<file path="config.mk">
export PLATFORM = sky130hd
export DESIGN_NAME = uart_mem_dump
export DESIGN_NICKNAME = d
export VERILOG_FILES = /design/src/rtl/uart_mem_dump.sv
export SDC_FILE = /design/constraint.sdc
export NUM_CORES = 1
export LEC_CHECK = 0
export BUFFER_PORTS_ARGS = -buffer_cell sky130_fd_sc_hd__buf_2
export CORE_MARGIN = 4
export CORE_UTILIZATION = 50
export DETAILED_ROUTE_END_ITERATION = 12
export PLACE_DENSITY = 0.79
export RECOVER_POWER = 25
export SYNTH_ARGS = -nofsm -noshare
export SYNTH_HDL_FRONTEND = slang
export SYNTH_SLANG_ARGS = --single-unit
</file>
<file path="constraint.sdc">
create_clock -name clk -period 2.2 [get_ports clk]
set_input_delay 0.44 -clock clk [delete_from_list [all_inputs] [get_ports clk]]
set_output_delay 0.44 -clock clk [all_outputs]
set_load 0.1 [all_outputs]
</file>
<file path="src/rtl/uart_mem_dump.sv">
// uart_mem_dump
//   Reads a block of system RAM and sends it to the host as serial 8N1, LSB first.
//   This is the counterpart of the UART program loader. It requests the RAM with
//   ask_for_ram and reads only while the top level asserts ram_grant.
//
// Ports
//   clk          system clock
//   reset        asynchronous, active-high reset
//   start        one-cycle dump request; only sampled while idle
//   start_addr   first RAM address to send; latched when start is accepted
//   length       number of bytes to send, 0 .. 2**ADDR_WIDTH; latched when start is accepted
//   ram_grant    RAM read access has been handed to this block
//   ram_rdata    RAM read data, valid one clk after ram_raddr
//   ask_for_ram  request for RAM ownership
//   ram_raddr    RAM read address
//   serial_txd   UART line, idle high
//   busy         dump in progress
//   done         one-cycle pulse when the dump completes
module uart_mem_dump #(
   parameter int CLK_FREQ   = 25000000,
   parameter int BAUD       = 57600,
   parameter int ADDR_WIDTH = 11
) (
   input  logic                  clk,
   input  logic                  reset,
   input  logic                  start,
   input  logic [ADDR_WIDTH-1:0] start_addr,
   input  logic [ADDR_WIDTH:0]   length,
   input  logic                  ram_grant,
   input  logic [7:0]            ram_rdata,
   output logic                  ask_for_ram,
   output logic [ADDR_WIDTH-1:0] ram_raddr,
   output logic                  serial_txd,
   output logic                  busy,
   output logic                  done
);

   localparam int CLKS_PER_BIT = CLK_FREQ / BAUD;
   localparam int CNT_W        = (CLKS_PER_BIT > 1) ? $clog2(CLKS_PER_BIT) : 1;
   localparam logic [CNT_W-1:0] CNT_LAST = CNT_W'(CLKS_PER_BIT - 1);

   typedef enum logic [2:0] {
      IDLE, WAIT_GRANT, READ, LOAD, START_BIT, DATA_BITS, STOP_BIT, FINISH
   } state_t;

   state_t                state_q, state_d;
   logic [ADDR_WIDTH-1:0] addr_q, addr_d;
   logic [ADDR_WIDTH:0]   remain_q, remain_d;
   logic [CNT_W-1:0]      baud_q, baud_d;
   logic [2:0]            bit_q, bit_d;
   logic [7:0]            shift_q, shift_d;
   logic                  txd_q, txd_d;
   logic                  ask_q, ask_d;
   logic                  busy_q, busy_d;
   logic                  done_q, done_d;
   logic [ADDR_WIDTH-1:0] raddr_q, raddr_d;
   logic                  bit_end;

   assign bit_end = (baud_q == CNT_LAST);

   always_comb begin
      state_d  = state_q;
      addr_d   = addr_q;
      remain_d = remain_q;
      baud_d   = baud_q;
      bit_d    = bit_q;
      shift_d  = shift_q;
      txd_d    = txd_q;
      ask_d    = ask_q;
      busy_d   = busy_q;
      done_d   = 1'b0;
      raddr_d  = raddr_q;

      case (state_q)
         IDLE: begin
            if (start) begin
               addr_d   = start_addr;
               remain_d = length;
               busy_d   = 1'b1;
               if (length == '0) begin
                  // Empty dump: never touch the RAM or the line.
                  done_d  = 1'b1;
                  state_d = FINISH;
               end else begin
                  ask_d   = 1'b1;
                  state_d = WAIT_GRANT;
               end
            end
         end
         WAIT_GRANT: begin
            if (ram_grant) begin
               raddr_d = addr_q;
               state_d = READ;
            end
         end
         READ: state_d = LOAD;
         LOAD: begin
            // Grant lost while the read was in flight: the data may belong to
            // the CPU's cycle, so drop it and read the same address again.
            if (ram_grant) begin
               shift_d = ram_rdata;
               txd_d   = 1'b0;
               baud_d  = '0;
               state_d = START_BIT;
            end else begin
               state_d = WAIT_GRANT;
            end
         end
         START_BIT: begin
            if (bit_end) begin
               baud_d  = '0;
               txd_d   = shift_q[0];
               shift_d = shift_q >> 1;
               bit_d   = '0;
               state_d = DATA_BITS;
            end else begin
               baud_d = baud_q + 1'b1;
            end
         end
         DATA_BITS: begin
            if (bit_end) begin
               baud_d = '0;
               if (bit_q == 3'd7) begin
                  txd_d   = 1'b1;
                  state_d = STOP_BIT;
               end else begin
                  txd_d   = shift_q[0];
                  shift_d = shift_q >> 1;
                  bit_d   = bit_q + 1'b1;
               end
            end else begin
               baud_d = baud_q + 1'b1;
            end
         end
         STOP_BIT: begin
            if (bit_end) begin
               baud_d   = '0;
               remain_d = remain_q - 1'b1;
               addr_d   = addr_q + 1'b1;   // wraps at the top of RAM
               if (remain_q == (ADDR_WIDTH+1)'(1)) begin
                  done_d  = 1'b1;
                  state_d = FINISH;
               end else begin
                  state_d = WAIT_GRANT;
               end
            end else begin
               baud_d = baud_q + 1'b1;
            end
         end
         FINISH: begin
            ask_d   = 1'b0;
            busy_d  = 1'b0;
            state_d = IDLE;
         end
         default: state_d = IDLE;
      endcase
   end

   always_ff @(posedge clk or posedge reset) begin
      if (reset) begin
         state_q  <= IDLE;
         addr_q   <= '0;
         remain_q <= '0;
         baud_q   <= '0;
         bit_q    <= '0;
         shift_q  <= '0;
         txd_q    <= 1'b1;
         ask_q    <= 1'b0;
         busy_q   <= 1'b0;
         done_q   <= 1'b0;
         raddr_q  <= '0;
      end else begin
         state_q  <= state_d;
         addr_q   <= addr_d;
         remain_q <= remain_d;
         baud_q   <= baud_d;
         bit_q    <= bit_d;
         shift_q  <= shift_d;
         txd_q    <= txd_d;
         ask_q    <= ask_d;
         busy_q   <= busy_d;
         done_q   <= done_d;
         raddr_q  <= raddr_d;
      end
   end

   assign serial_txd  = txd_q;
   assign ask_for_ram = ask_q;
   assign busy        = busy_q;
   assign done        = done_q;
   assign ram_raddr   = raddr_q;

endmodule

</file>
==> flow_metrics.py <==
metrics = {
    "status": {
        "status": "complete, but fails checks",
        "violations": "max-capacitance violations, max-slew violations",
    },
    "critical_path": {
        "rr_worst_depth": 4,
        "crit_slowest_cell": "or4b_4",
        "worstPathCellList": "or4b_4 > nor3_4 > nor2_2 > a211o_1",
        "reg2reg_from": "baud_q[2]",
        "reg2reg_to": "addr_q[0]",
        "end_kind": "register",
        "crit_buf_inv": 0,
        "worstPathMaxFanout": 13,
        "required_ns": 2.43,
        "max_stage_delay_ns": 0.60,
        "critPathTopFamily": "simple AND/OR/NAND/NOR gates",
        "reg2reg_slack_ns": 0.24,
        "start_kind": "register",
        "worst_ep_arrival_time_ns": 2.18,
        "crit_type": "register to register",
    },
    "cts": {
        "cts.sink_count": 61,
        "cts_resized": 0,
        "cts_hold_buffers": 0,
        "cts_buffer_depth": 2,
        "clk_latency_ns": 0.34,
        "post_cts_buffers": 0,
        "cts_buffers": 9,
        "ctsRootBufferMaster": "clkbuf_8",
        "h-tree-depth": 3,
        "clkSlewWorstSetupHoldPaths_ns": 0.07,
        "cts_tree": "built",
    },
    "power_and_ir_drop": {
        "seqPwrFrac": 0.346,
        "p_sw_uw": 2740,
        "ir_worst_vdd_mv": 0.630,
        "power_frac_comb": 0.462,
        "clock_power_share": 0.191,
        "power.internal_uw": 3220,
        "p_per_area_mw_per_mm2": 1460,
        "leakage_uw": 0.00180,
        "swShare": 0.459,
    },
    "finish": {
        "antennaDiodeCount": 0,
        "fin_util": 0.602,
        "drive_gt1_frac": 0.261,
        "regArea_sq_mm": 0.00153,
        "n_fill_cell": 583,
        "fin_nets": 463,
        "area_growth_pct": 17.5,
        "multiInputGateArea_sq_mm": 0.00181,
        "fin_area_sq_mm": 0.00409,
        "stdcell_count": 522,
    },
    "timing": {
        "fmax_ghz": 0.511,
        "hold_viol_final": 0,
        "setup_viol": 0,
        "rsz0062_at_grt": "no",
        "worst_pin_slew_ns": 1.51,
        "fin_worst_skew_ns": 0.00962,
        "tns_ns": 0,
        "setup_ws_ns": 0.242,
        "max_slew_margin": -0.00445,
        "post-route-period-util": 0.890,
        "period_needed_ns": 1.96,
        "finalMaxSlewViolations": 61,
    },
    "synth": {
        "async_reset_ff_frac": 1.00,
        "synth-seq-cells": 61,
        "syn_area_per_cell_sq_um": 9.51,
        "syn_inst": 366,
        "synth.distinct_cells": 60,
        "synth_edf_count": 0,
        "syn-num-nets": 408,
        "seq_area_frac_synth": 0.439,
        "yosysTopAreaCell": "dfrtp_1",
        "yosys_warnings": 0,
        "synth.most_common_cell": "dfrtp_1",
        "synthTopCellsByCount": "dfrtp_1 (60), nand2_1 (41), a21oi_1 (22), mux2_2 (20), o21ai_0 (18)",
        "syn_area_sq_mm": 0.00348,
        "synth.top_cell.area_share": 0.431,
        "synth_ff_type": "dfrtp_1",
        "synth.top_cells.by_area": "dfrtp_1 (43%), mux2_2 (6.5%), nand2_1 (4.4%), a21oi_1 (3.2%), o21ai_0 (2.6%)",
    },
    "die": {
        "die_w_microns": 91.4,
        "rows": 30,
        "coreArea_sq_mm": 0.00679,
        "start_util": 0.512,
        "die_area_sq_mm": 0.00836,
        "ioPinCount": 50,
        "die_y_microns": 91.4,
    },
    "hold_path": {
        "hold-path-endpoint": "shift_q[7]",
        "min_path_type": "input port to register",
        "worstHoldStart": "ram_rdata[7]",
        "min_path_cells": 3,
    },
    "route": {
        "ant_nets": 0,
        "firstDrtPassIters": 7,
        "wire_per_inst_microns": 16.2,
        "via_per_inst": 5.97,
        "drc": 0,
        "vias": 3114,
        "drtIter0Drc": 249,
        "routed_wl_microns": 8480,
    },
    "grt": {
        "grt_pass1_vias": 3092,
        "grt-ovfl-total": 0,
        "grt_max_degree": 62,
        "grt.total_usage": 0.211,
        "antenna_found_initial": 0,
        "grt_first_pass_wirelength_microns": 14500,
    },
    "placement": {
        "place_area_sq_mm": 0.00388,
        "place_inst": 506,
        "hpwl_microns": 5980,
        "gp_congestion": 0.912,
        "port_buffers": 49,
        "post-place-ws_ns": 0.247,
    },
    "run": {
        "maxCapViolCount": 1,
    },
}
worst max path at each step:
stage	startpoint	to	slack [ns]	cells past startpoint
finish	baud_q[2]	addr_q[0]	0.24	4
global route	remain_q[0]	remain_q[10]	0.11	6
CTS	bit_q[0]	shift_q[2]	0.24	6
detailed placement	bit_q[0]	shift_q[2]	0.25	6
global placement	baud_q[2]	addr_q[0]	0.30	4
floorplan	reset	addr_q[0]	0.25	1
sequential cells by signal, indices dropped and copies added, names as in the netlist:
| name | flops |
|---|---|
| busy | 1 |
| remain_q | 12 |
| shift_q | 8 |
| baud_q | 9 |
| serial_txd | 1 |
| done | 1 |
| addr_q | 11 |
| state_q | 3 |
| ask_for_ram | 1 |
| bit_q | 3 |
| ram_raddr | 11 |
metrics by stage:
stage	hold WS, ns	power (uW)
finish	0.327	5960
detailed placement	0.490	4810
CTS	0.162	5970
floorplan	0.472	4190
global placement	0.484	4730
global route	0.328	6310
tightest hold or removal path, stage by stage:
cell and delay, ns:
buf_2 0.07, nand3_1 0.05, o21ai_0 0.06
cells by family (layout without fill, tap and decap cells):
kind of cell             after synthesis  count (layout)  synth area share
AND/OR/NAND/NOR                      129             129             0.201
AO/OA/AOI/OAI                        107             107             0.206
flip-flops                            61              61             0.439
buffers and inverters                 34              94            0.0410
multiplexers                          26              26            0.0830
adder cells (fa/ha/maj)                7               7            0.0252
XOR/XNOR                               2               2           0.00503
power groups by stage:
stage | sequential, uW | combinational, uW | clock [uW]
final | 2060 | 2760 | 1140
after global routing | 2140 | 2970 | 1200
after CTS | 2050 | 2760 | 1160
after detailed placement | 2070 | 2750 | 0
after global placement | 2040 | 2690 | 0
after floorplan | 2760 | 1430 | 0
routing by layer:
metal | vias to the layer above | global-route usage | part of all wire
met5 | - | 0 | 0
met4 | 0 | 0.0641 | 0.010
met3 | 11 | 0.0497 | 0.067
met2 | 105 | 0.345 | 0.48
met1 | 1507 | 0.278 | 0.44
li1 | 1491 | - | -
placed cells by master (no fill, tap or decap), drive strengths merged, types with 3 or more instances in the layout:
| cell | count |
|---|---|
| a21oi | 23 |
| a22o | 4 |
| a22oi | 7 |
| a2bb2oi | 9 |
| a31oi | 8 |
| and2 | 3 |
| and3 | 6 |
| buf | 63 |
| clkbuf | 13 |
| dfrtp | 60 |
| ha | 7 |
| inv | 14 |
| mux2 | 23 |
| mux2i | 3 |
| nand2 | 42 |
| nand3 | 18 |
| nand4 | 8 |
| nor2 | 16 |
| nor3 | 8 |
| nor4 | 10 |
| o211ai | 4 |
| o21ai | 21 |
| o22ai | 13 |
| o2bb2ai | 5 |
cell type report:
class                      count  share of cell area
clock buffer                  12              0.0379
inverter                      14              0.0128
multi-input combinational    271               0.443
tap                           96              0.0294
sequential                    61               0.373
timing repair buffer          64              0.0869
clock inverter                 4              0.0171
Note: power is estimated with default switching activity, not from simulation.
